<file path="config.mk">
export PLATFORM = sky130hd
export DESIGN_NAME = div_unit
export DESIGN_NICKNAME = d
export VERILOG_FILES = /design/src/rtl/div_unit.sv
export SDC_FILE = /design/constraint.sdc
export NUM_CORES = 1
export LEC_CHECK = 0
export CAP_MARGIN = 30
export CORE_MARGIN = 10
export CORE_UTILIZATION = 45
export DETAILED_ROUTE_END_ITERATION = 8
export GPL_ROUTABILITY_DRIVEN = 0
export PLACE_DENSITY = 0.77
export SYNTH_ARGS = -nofsm -noshare
export SYNTH_HDL_FRONTEND = slang
export SYNTH_SLANG_ARGS = --single-unit
</file>
<file path="constraint.sdc">
create_clock -name clk -period 6.07 [get_ports clk]
set_input_delay 1.5175 -clock clk [delete_from_list [all_inputs] [get_ports clk]]
set_output_delay 1.5175 -clock clk [all_outputs]
set_load 0.03 [all_outputs]
</file>
<file path="src/rtl/div_unit.sv">
// Multi-cycle radix-2 restoring divider for DIV.W/MOD.W and DIV.WU/MOD.WU.
// One quotient bit per cycle, then a sign-correction cycle; result is {remainder, quotient}.
module div_unit #(
  parameter int DATA_W = 32
) (
  input  logic                  clk,
  input  logic                  rst,
  input  logic                  signed_div_i,
  input  logic [DATA_W-1:0]     opdata1_i,
  input  logic [DATA_W-1:0]     opdata2_i,
  input  logic                  start_i,
  input  logic                  cancel_i,
  output logic [2*DATA_W-1:0]   result_o,
  output logic                  ready_o
);

  typedef enum logic [1:0] {
    ST_FREE,
    ST_BYZERO,
    ST_ON,
    ST_END
  } state_t;

  localparam logic [5:0] ITERS = 6'd32;

  state_t state;
  state_t state_nxt;

  logic [5:0]            cnt;
  logic [2*DATA_W-1:0]   part;
  logic [DATA_W-1:0]     dvsr;
  logic                  sgn;
  logic                  neg_dvnd;
  logic                  neg_dvsr;

  logic [DATA_W:0]       rem_sh;
  logic [DATA_W:0]       rem_diff;
  logic                  take;
  logic [2*DATA_W-1:0]   part_nxt;
  logic [DATA_W-1:0]     quo_fix;
  logic [DATA_W-1:0]     rem_fix;

  function automatic logic [DATA_W-1:0] neg_op(input logic [DATA_W-1:0] v);
    return ~v + {{(DATA_W-1){1'b0}}, 1'b1};
  endfunction

  function automatic logic [DATA_W-1:0] abs_op(input logic [DATA_W-1:0] v, input logic s);
    return (s && v[DATA_W-1]) ? neg_op(v) : v;
  endfunction

  // Shift {rem, quo} left and trial-subtract; a clear borrow bit means rem >= divisor.
  always_comb begin
    rem_sh   = {part[2*DATA_W-1:DATA_W], part[DATA_W-1]};
    rem_diff = rem_sh - {1'b0, dvsr};
    take     = ~rem_diff[DATA_W];
    part_nxt = {(take ? rem_diff[DATA_W-1:0] : rem_sh[DATA_W-1:0]),
                part[DATA_W-2:0], take};
  end

  // Quotient sign follows the operand signs; remainder follows the dividend.
  always_comb begin
    quo_fix = part[DATA_W-1:0];
    rem_fix = part[2*DATA_W-1:DATA_W];
    if (sgn && (neg_dvnd != neg_dvsr)) quo_fix = neg_op(part[DATA_W-1:0]);
    if (sgn && neg_dvnd)               rem_fix = neg_op(part[2*DATA_W-1:DATA_W]);
  end

  always_comb begin
    state_nxt = state;
    case (state)
      ST_FREE: begin
        if (start_i && !cancel_i)
          state_nxt = (opdata2_i == '0) ? ST_BYZERO : ST_ON;
      end
      ST_BYZERO: begin
        state_nxt = cancel_i ? ST_FREE : ST_END;
      end
      ST_ON: begin
        if (cancel_i)           state_nxt = ST_FREE;
        else if (cnt == ITERS)  state_nxt = ST_END;
      end
      ST_END: begin
        if (!start_i) state_nxt = ST_FREE;
      end
      default: state_nxt = ST_FREE;
    endcase
  end

  always_ff @(posedge clk or negedge rst) begin
    if (!rst) begin
      state    <= ST_FREE;
      ready_o  <= 1'b0;
      result_o <= '0;
      cnt      <= '0;
      part     <= '0;
      dvsr     <= '0;
      sgn      <= 1'b0;
      neg_dvnd <= 1'b0;
      neg_dvsr <= 1'b0;
    end else begin
      state <= state_nxt;
      case (state)
        ST_FREE: begin
          ready_o  <= 1'b0;
          result_o <= '0;
          if (state_nxt == ST_ON) begin
            part     <= {{DATA_W{1'b0}}, abs_op(opdata1_i, signed_div_i)};
            dvsr     <= abs_op(opdata2_i, signed_div_i);
            sgn      <= signed_div_i;
            neg_dvnd <= opdata1_i[DATA_W-1];
            neg_dvsr <= opdata2_i[DATA_W-1];
            cnt      <= '0;
          end
        end
        ST_BYZERO: begin
          if (!cancel_i) begin
            result_o <= {opdata1_i, {DATA_W{1'b1}}};
            ready_o  <= 1'b1;
          end
        end
        ST_ON: begin
          if (!cancel_i) begin
            if (cnt != ITERS) begin
              part <= part_nxt;
              cnt  <= cnt + 6'd1;
            end else begin
              result_o <= {rem_fix, quo_fix};
              ready_o  <= 1'b1;
            end
          end
        end
        ST_END: begin
          if (!start_i) begin
            ready_o  <= 1'b0;
            result_o <= '0;
          end
        end
        default: begin
          ready_o  <= 1'b0;
          result_o <= '0;
        end
      endcase
    end
  end

endmodule

</file>
# Word level (Yosys, flattened, before mapping)

Index checks and enable logic that the tools add are counted.

Muxes and demuxes: 30
Reductions and logical operators: 12
Bitwise operators: 5
Add/sub/neg operators: 6
Equal/unequal tests: 13

Operators by type and width:

| kind                                                                   | count |
|---|---|
| 64-bit 2-to-1 mux                                                      | 7 |
| 64-bit one-hot mux with 4 select lines                                 | 1 |
| 32-bit 2-to-1 mux                                                      | 5 |
| 32-bit by 1-bit adder with 32-bit output (second input constant)       | 4 |
| 32-bit inverter                                                        | 4 |
| 64-bit one-hot mux with 2 select lines                                 | 1 |
| 33-bit by 32-bit subtractor with 33-bit output                         | 1 |
| 32-bit logical NOT                                                     | 1 |
| 6-bit 2-to-1 mux                                                       | 3 |
| 2-bit 2-to-1 mux                                                       | 6 |
| 2-bit inequality test (second input constant)                          | 6 |
| 6-bit one-hot mux with 2 select lines                                  | 1 |
| 2-bit one-hot mux with 4 select lines                                  | 1 |
| 4-bit AND reduction                                                    | 2 |
| 6-bit by 1-bit adder with 6-bit output (second input constant)         | 1 |
| 2-bit equality test (second input constant)                            | 3 |
| 6-bit equality test (second input constant)                            | 1 |
| 6-bit inequality test (second input constant)                          | 1 |
| 1-bit logical AND                                                      | 5 |
| 1-bit 2-to-1 mux                                                       | 4 |
| 1-bit one-hot mux with 4 select lines                                  | 1 |
| 2-bit by 1-bit equality test with 1-bit output (second input constant) | 1 |
| 2-bit logical NOT                                                      | 1 |
| 2-bit AND reduction                                                    | 1 |
| other kinds (4)                                                        | 4 |

Logic and storage cells: 75
Register bits: 172
Input bits: 69
Output and inout bits: 65

# Logic depth before layout (Yosys ltp)

Gate-level depths: netlist (run 1).

Word-level depth: 7
Mapped depth: 13
Mapped depth without buffers: 12

# Least setup slack after synthesis (run 1)

OpenSTA, ideal clock, no wires.

Path type: input -> register
Start: input port opdata2_i[18]
End: register cnt[3]
Stages on the path: 11
Required time: 5.949 ns
Setup slack: 1.958 ns
Arrival: 3.991 ns
Library setup time: 0.121 ns
Path buffers: 2
Cells stage by stage: or4_4 > or4_4 > or4_1 > nor3_2 > or3_2 > buf_6 > a21o_4 > buf_6 > nor3_1 > a21o_1 > a22o_1

Longest elaborated chain between the ends: 7

RTL lines:

| item                                  | line | source |
|---|---|---|
| start: declaration                    | 10   | `input logic [DATA_W-1:0] opdata2_i,` |
| 32-bit logical NOT                    | 73   | `state_nxt = (opdata2_i == '0) ? ST_BYZERO : ST_ON;` |
| 2-bit 2-to-1 mux                      | 73   |  |
| 2-bit 2-to-1 mux                      | 72   | `if (start_i && !cancel_i)` |
| 2-bit one-hot mux with 4 select lines | 70   | `case (state)` |
| 2-bit equality test                   | 106  | `if (state_nxt == ST_ON) begin` |
| 2-bit inequality test (no line)       | n/a  |  |
| 4-bit AND reduction (no line)         | n/a  |  |
| end signal: assignment                | 125  | `cnt <= cnt + 6'd1;` |
| end: declaration                      | 29   | `logic [5:0] cnt;` |

No other way between the ends.
A chain may end at the register's enable or synchronous reset.

# Final worst setup path (run 1)

Start: input port opdata2_i[18]
End: register part[51]

Longest elaborated chain between the ends: 7

RTL lines:

| item                                  | line | source |
|---|---|---|
| 32-bit logical NOT                    | 73   |  |
| 2-bit 2-to-1 mux                      | 73   |  |
| 2-bit 2-to-1 mux                      | 72   |  |
| 2-bit one-hot mux with 4 select lines | 70   |  |
| 2-bit equality test                   | 106  |  |
| 2-bit inequality test (no line)       | n/a  |  |
| 4-bit AND reduction (no line)         | n/a  |  |
| end signal: assignment                | 107  | `part <= {{DATA_W{1'b0}}, abs_op(opdata1_i, signed_div_i)};` |
| end signal: assignment                | 124  | `part <= part_nxt;` |
| end: declaration                      | 30   | `logic [2*DATA_W-1:0] part;` |

No other way between the ends.

==> metrics.txt, run 1 <==
status completed; Die ar. 33100 sq um; initial antenna violation count 0; CTS clk-pin slew, worst paths 0.07 ns; syn_nets 1577; max-slew violation count 0; input/output buffers 133; pin count of the biggest net entering global routing 84; fin crit share 0.831; clock latency on the worst-skew pair 0.45 ns; DR iter-0 viols 1019; Die Span Y 182 um; mapped cell area 11800 sq um; Critical Path AT 5.34 ns; critical path depth 10; # clock sinks 172; first-pass GRT wire length 55000 um; multiplexer share of the synthesized area 0.0107; number of synthesized flops with an enable pin 0; Least-Margin Pin Slew 0.956 ns; Avg WL per Cell 18.0 um; vias after detailed routing 10992; largest family of logic cells by synthesized area compound AO/OA/AOI/OAI gates; Crit path max-delay family simple AND/OR/NAND/NOR gates; CTS Buffer Depth 2; fmax 198 MHz; fin cells 1891; number of global-route vias before repair 10341; number of max-cap violations 0; Buffers & Inverters on Critical Path 1; final WL 34000 um; Crit. End Element flip-flop; final hold vios 0; Reg2Reg Depth 12; Antenna Violating Nets Remaining 0; chip width 182 um; gr usage total 0.201; Synth Area in XOR/XNOR 0.108; CTS resizes 0; Primary FF master, synth dfrtp_1; RR Endpoint part[38]; most common cell after layout, fill and taps aside nand2_1; Hold-fix buffers, CTS 0; Reg-to-Reg Start part[50]; minimum clock period 5.04 ns; DP HPWL 25800 um; # DRC 0; Synth Area in Simple Gates 0.194; grt total ovfl 0; Pre-antenna DRT Iters 5; FF-to-FF setup slack 1.99 ns; layout cells sized above 1 0.0463; DP Cell Count 1859; flops & latches, synth 172; Initial Utilization 0.455; Setup Fix Bufs, Post-CTS 0; RSZ-0062 raised after global routing false; # rows 59; I/O pins 134; maximum vdd drop 0.229 mV; TritonCTS buffer count 17; Power Density 461 nW/um^2; Hold Startpoint result_o[18]; Worst EP required 6.36 ns; syn avg cell area 8.07 sq um; CTS Root Cell clkbuf_16; Cell variety after synth 63; synth-to-layout area growth 17.9%; CP peak stage delay 0.59 ns; Setup TNS 0 ns; Compound-Gate Fraction of Synth Area 0.227; sequential share of the synthesized area 0.364; yosys warns 0; Nets 1655; Slowest-stage cell, CP or4_4; most used cell along the critical path or4_4; clk_skew 0.0107 ns; ys async rst share 1.00; most frequent cells in the layout 219 x nand2_1, 172 x dfrtp_1, 159 x o21ai_0; cells along the critical path clkdlybuf4s50_1 > or4_4 > or4_4 > or4_1 > nor3_2 > or3_2 > a21oi_2 > and2_1 > a32oi_1 > o31ai_1; CTS tree done; ant diodes 0; crit path kind in -> reg; Rel. slew slack 0.358; CP startpoint opdata2_i[18]; Final Setup Violations 0; Synth Area in Adders 0.0462; crit path to part[51]; leakage power 5.88 nW; Hold WC Path Type reg -> reg; hold_ws 0.482 ns; drt via density 5.81; Mapped Cells 1465; nature of the critical path startpoint input pin; CP max FO 27; H-tree Lvls 4; core area 26000 sq um
## how the worst min path moves through the flow
| stage | end | slack (ns) | cells after the start |
|---|---|---|---|
| 2_1_floorplan | dvsr[0] | 0.48 | 1 |
| 3_3_place_gp | result_o[30] | 0.46 | 2 |
| 3_5_place_dp | ready_o | 0.47 | 2 |
| 4_1_cts | result_o[18] | 0.49 | 2 |
| 5_1_grt | result_o[29] | 0.50 | 2 |
| 6_report | result_o[18] | 0.48 | 2 |
## worst reg2reg max path, stage by stage, from the launching register on
cell      delay (ns)
dfrtp_1         0.48
ha_1            0.44
a21o_1          0.24
a221oi_1        0.30
o21ai_0         0.12
a21oi_1         0.20
a21oi_1         0.11
nor3_1          0.74
xor2_4          0.70
buf_16          0.24
buf_4           0.19
nand3_1         0.09
o311ai_1        0.14
## area by class of cell
cell class	count	area [sq um]
clock buffers	17	425
flip-flops and latches	172	4300
fillers	2419	12100
clock inverters	15	149
repair buffers	145	1460
well taps	335	419
multi-input cells	1151	6970
inverters	56	210
## cells by family after synthesis
| kind of cell | after synthesis |
|---|---|
| simple gates | 507 |
| compound gates | 443 |
| flops | 172 |
| xor+xnor | 146 |
| buf+inv | 142 |
| fa+ha+maj | 43 |
| mux | 12 |
## routing by layer
metal | vias to the layer above | global-route usage | share of wire
met5 | - | 0 | 0
li1 | 5342 | - | -
met2 | 439 | 0.306 | 0.44
met4 | 0 | 0.0716 | 0.031
met1 | 5155 | 0.278 | 0.45
met3 | 56 | 0.0382 | 0.080
## Yosys cell counts, types with 12 or more instances
cell,n,share of area
a21o_1,16,0.010
ha_1,42,0.044
a21oi_1,115,0.049
and2_1,15,0.0079
o31ai_1,25,0.016
nand3_1,42,0.018
nor4_1,23,0.012
inv_1,56,0.018
nor2_1,117,0.037
clkbuf_1,64,0.020
o21ai_0,160,0.068
o21ai_1,12,0.0051
xor2_1,73,0.054
xnor2_1,73,0.054
o311ai_1,20,0.015
nand2_1,219,0.070
dfrtp_1,172,0.36
or3_1,17,0.0090
a22oi_1,25,0.016
nor3_1,21,0.0089
## flip-flops by register name, summed over array words and instances (netlist names)
name and cells:
cnt 6, dvsr 32, neg_dvnd 1, neg_dvsr 1
part 64, ready_o 1, result_o 64, sgn 1
state 2
## per-stage QoR
stage | cell area, sq um | setup WS [ns] | util | power [mW]
finish | 13900 | 1.03 | 0.536 | 6.42
global route | 13900 | 0.889 | 0.536 | 6.93
CTS | 13900 | 1.04 | 0.536 | 6.42
detailed placement | 13400 | 0.633 | 0.514 | 5.34
global placement | 13300 | 0.745 | 0.513 | 5.24
floorplan | 11800 | 1.96 | - | 4.37
## report_power, final
| group | switching (mW) | internal, mW | leakage (nW) | total (mW) |
|---|---|---|---|---|
| clock network | 0.530 | 0.547 | 0.277 | 1.08 |
| logic | 2.25 | 1.25 | 3.34 | 3.49 |
| registers | 0.331 | 1.52 | 2.26 | 1.85 |
Note: power is estimated with default switching activity, not from simulation.
==> inputs of run 2 (changes only) <==
Settings changed: PLACE_DENSITY 0.77 to 0.8.
Clock period 6.07 ns to 4.5 ns, I/O delays scaled along.
==> metrics.txt, run 2 (synthesis gave the netlist of run 1 again) <==
design area 14100 sq um (was 13900 sq um); drt via density 5.87 (was 5.81); leakage power 5.97 nW (was 5.88 nW); Antenna Violating Nets Remaining 0 (unchanged); post-placement cell area 13500 sq um (was 13400 sq um); gr usage total 0.201 (about the same); I/O pins 134 (unchanged); Largest regs part: 64 flops, result_o: 64 flops, dvsr: 32 flops (unchanged); Slowest-stage cell, CP or4_4 (unchanged); CP max FO 13 (was 27); TritonCTS buffer count 17 (unchanged); area of the multi-input gates 6970 sq um (unchanged); core area 26000 sq um (unchanged); Storage cell area 4300 sq um (unchanged); layout cells sized above 1 0.0536 (was 0.0463); most common cell after layout, fill and taps aside nand2_1 (unchanged); synth-to-layout area growth 19.3% (was 17.9%); number of global-route vias before repair 10439 (was 10341); pin count of the biggest net entering global routing 77 (was 84); Critical Path AT 4.30 ns (was 5.34 ns); Pre-antenna DRT Iters 6 (was 5); Buffers & Inverters on Critical Path 2 (was 1); vias after detailed routing 11194 (was 10992); CP peak stage delay 0.52 ns (was 0.59 ns); # rows 59 (unchanged); number of max-cap violations 0 (unchanged); most frequent cells in the layout 219 x nand2_1, 172 x dfrtp_1, 159 x o21ai_0 (unchanged); Nets 1667 (was 1655); fmax 250 MHz; minimum clock period 3.99 ns; chip width 182 um (unchanged); H-tree Lvls 4 (unchanged); Rel. slew slack 0.353 (was 0.358); most used cell along the critical path or4_4 (unchanged); maximum vdd drop 0.379 mV (was 0.229 mV); Crit. End Element flip-flop (unchanged); grt total ovfl 0 (unchanged); Power Density 629 nW/um^2 (was 461 nW/um^2); final WL 34400 um (was 34000 um); Die Span Y 182 um (unchanged); RSZ-0062 raised after global routing false (unchanged); Least-Margin Pin Slew 0.968 ns (was 0.956 ns); # clock sinks 172 (unchanged); DP HPWL 26000 um (was 25800 um); number of filler cells placed in the layout 2333 (was 2419); fin crit share 0.887; input/output buffers 133 (unchanged); Worst EP required 4.81 ns (was 6.36 ns); CTS resizes 0 (unchanged); Avg WL per Cell 18.1 um (was 18.0 um); nature of the critical path startpoint input pin (unchanged); Initial Utilization 0.455 (unchanged); status completed (unchanged); initial antenna violation count 2 (was 0); CTS Root Cell clkbuf_16 (unchanged); Die ar. 33100 sq um (unchanged); final hold vios 0 (unchanged); Crit path max-delay family simple AND/OR/NAND/NOR gates (unchanged); clock latency on the worst-skew pair 0.45 ns (about the same); CTS clk-pin slew, worst paths 0.07 ns (about the same); Hold WC Path Type reg -> reg (unchanged); Setup Fix Bufs, Post-CTS 0 (unchanged); CTS tree done (unchanged); crit path kind in -> reg (unchanged); # DRC 0 (unchanged); Setup TNS 0 ns (unchanged); DR iter-0 viols 1276 (was 1019); clk_skew 0.0157 ns (was 0.0107 ns); cells along the critical path clkdlybuf4s50_1 > or4_4 > or4_4 > or4_1 > nor3_2 > or3_2 > a21oi_2 > buf_4 > nand2_2 > a211oi_1 > or3b_1 (was clkdlybuf4s50_1 > or4_4 > or4_4 > or4_1 > nor3_2 > or3_2 > a21oi_2 > and2_1 > a32oi_1 > o31ai_1); Hold-fix buffers, CTS 0 (unchanged); Final Setup Violations 0 (unchanged); first-pass GRT wire length 55100 um (was 55000 um); max-slew violation count 0 (unchanged); CTS Buffer Depth 2 (unchanged)
[run 2: cell count changes in the layout (fill, tap and decap cells not counted), sizes merged]
cell and delta:
clkinv -3, buf +12, bufinv +2, clkinvlp +1, diode +3
[run 2: per-stage QoR]
step / cells / power, mW / utilization / setup WS (ns) / hold slack [ns]
after floorplan: 1465 / 5.90 / - / 0.780 / 0.484
after global placement: 1871 / 7.14 / 0.519 / 0.161 / 0.461
after detailed placement: 1871 / 7.29 / 0.519 / 0.116 / 0.468
after CTS: 1903 / 8.84 / 0.542 / 0.536 / 0.486
after global routing: 1903 / 9.53 / 0.542 / 0.380 / 0.514
final: 1906 / 8.87 / 0.543 / 0.506 / 0.481
[run 2: worst paths after layout]
path,startpoint,end,slack (ns),depth (start not counted)
worst max-delay path,opdata2_i[20],part[61],0.51,11
worst min-delay path,result_o[7],result_o[7],0.48,2
worst max register to register,part[51],part[34],1.03,12
worst min register to register,result_o[7],result_o[7],0.48,2
max in group asynchronous,rst,dvsr[14],2.88,2
min in group asynchronous,rst,result_o[34],0.72,1
[run 2: power breakdown]
| part | internal, mW | switching [mW] |
|---|---|---|
| Clock | 0.837 | 0.697 |
| Combinational | 1.78 | 3.07 |
| Sequential | 2.05 | 0.448 |
[run 2: layout make-up]
| type | count | area share |
|---|---|---|
| multi-input combinational | 1151 | 0.495 |
| clock inverter | 15 | 0.0122 |
| clock buffer | 17 | 0.0302 |
| timing repair buffer | 157 | 0.113 |
| inverter | 56 | 0.0149 |
| tap | 335 | 0.0297 |
| antenna | 3 | 0.000533 |
| sequential | 172 | 0.305 |
[run 2: worst min-delay path: cells and delay by family (launching register included)]
family / cells / cell delay (ns)
AO/OA/AOI/OAI: 1 / 0.06
AND/OR/NAND/NOR: 1 / 0.05
flip-flops: 1 / 0.34
[run 2: metal layers]
layer  routed length [um]  vias up  share of wire  track usage
met2                14900      540           0.43        0.307
met4                 1290        0          0.037       0.0804
met5                    0        -              0            0
met1                15200     5204           0.44        0.273
met3                 2960       75          0.086       0.0409
li1                     -     5375              -            -
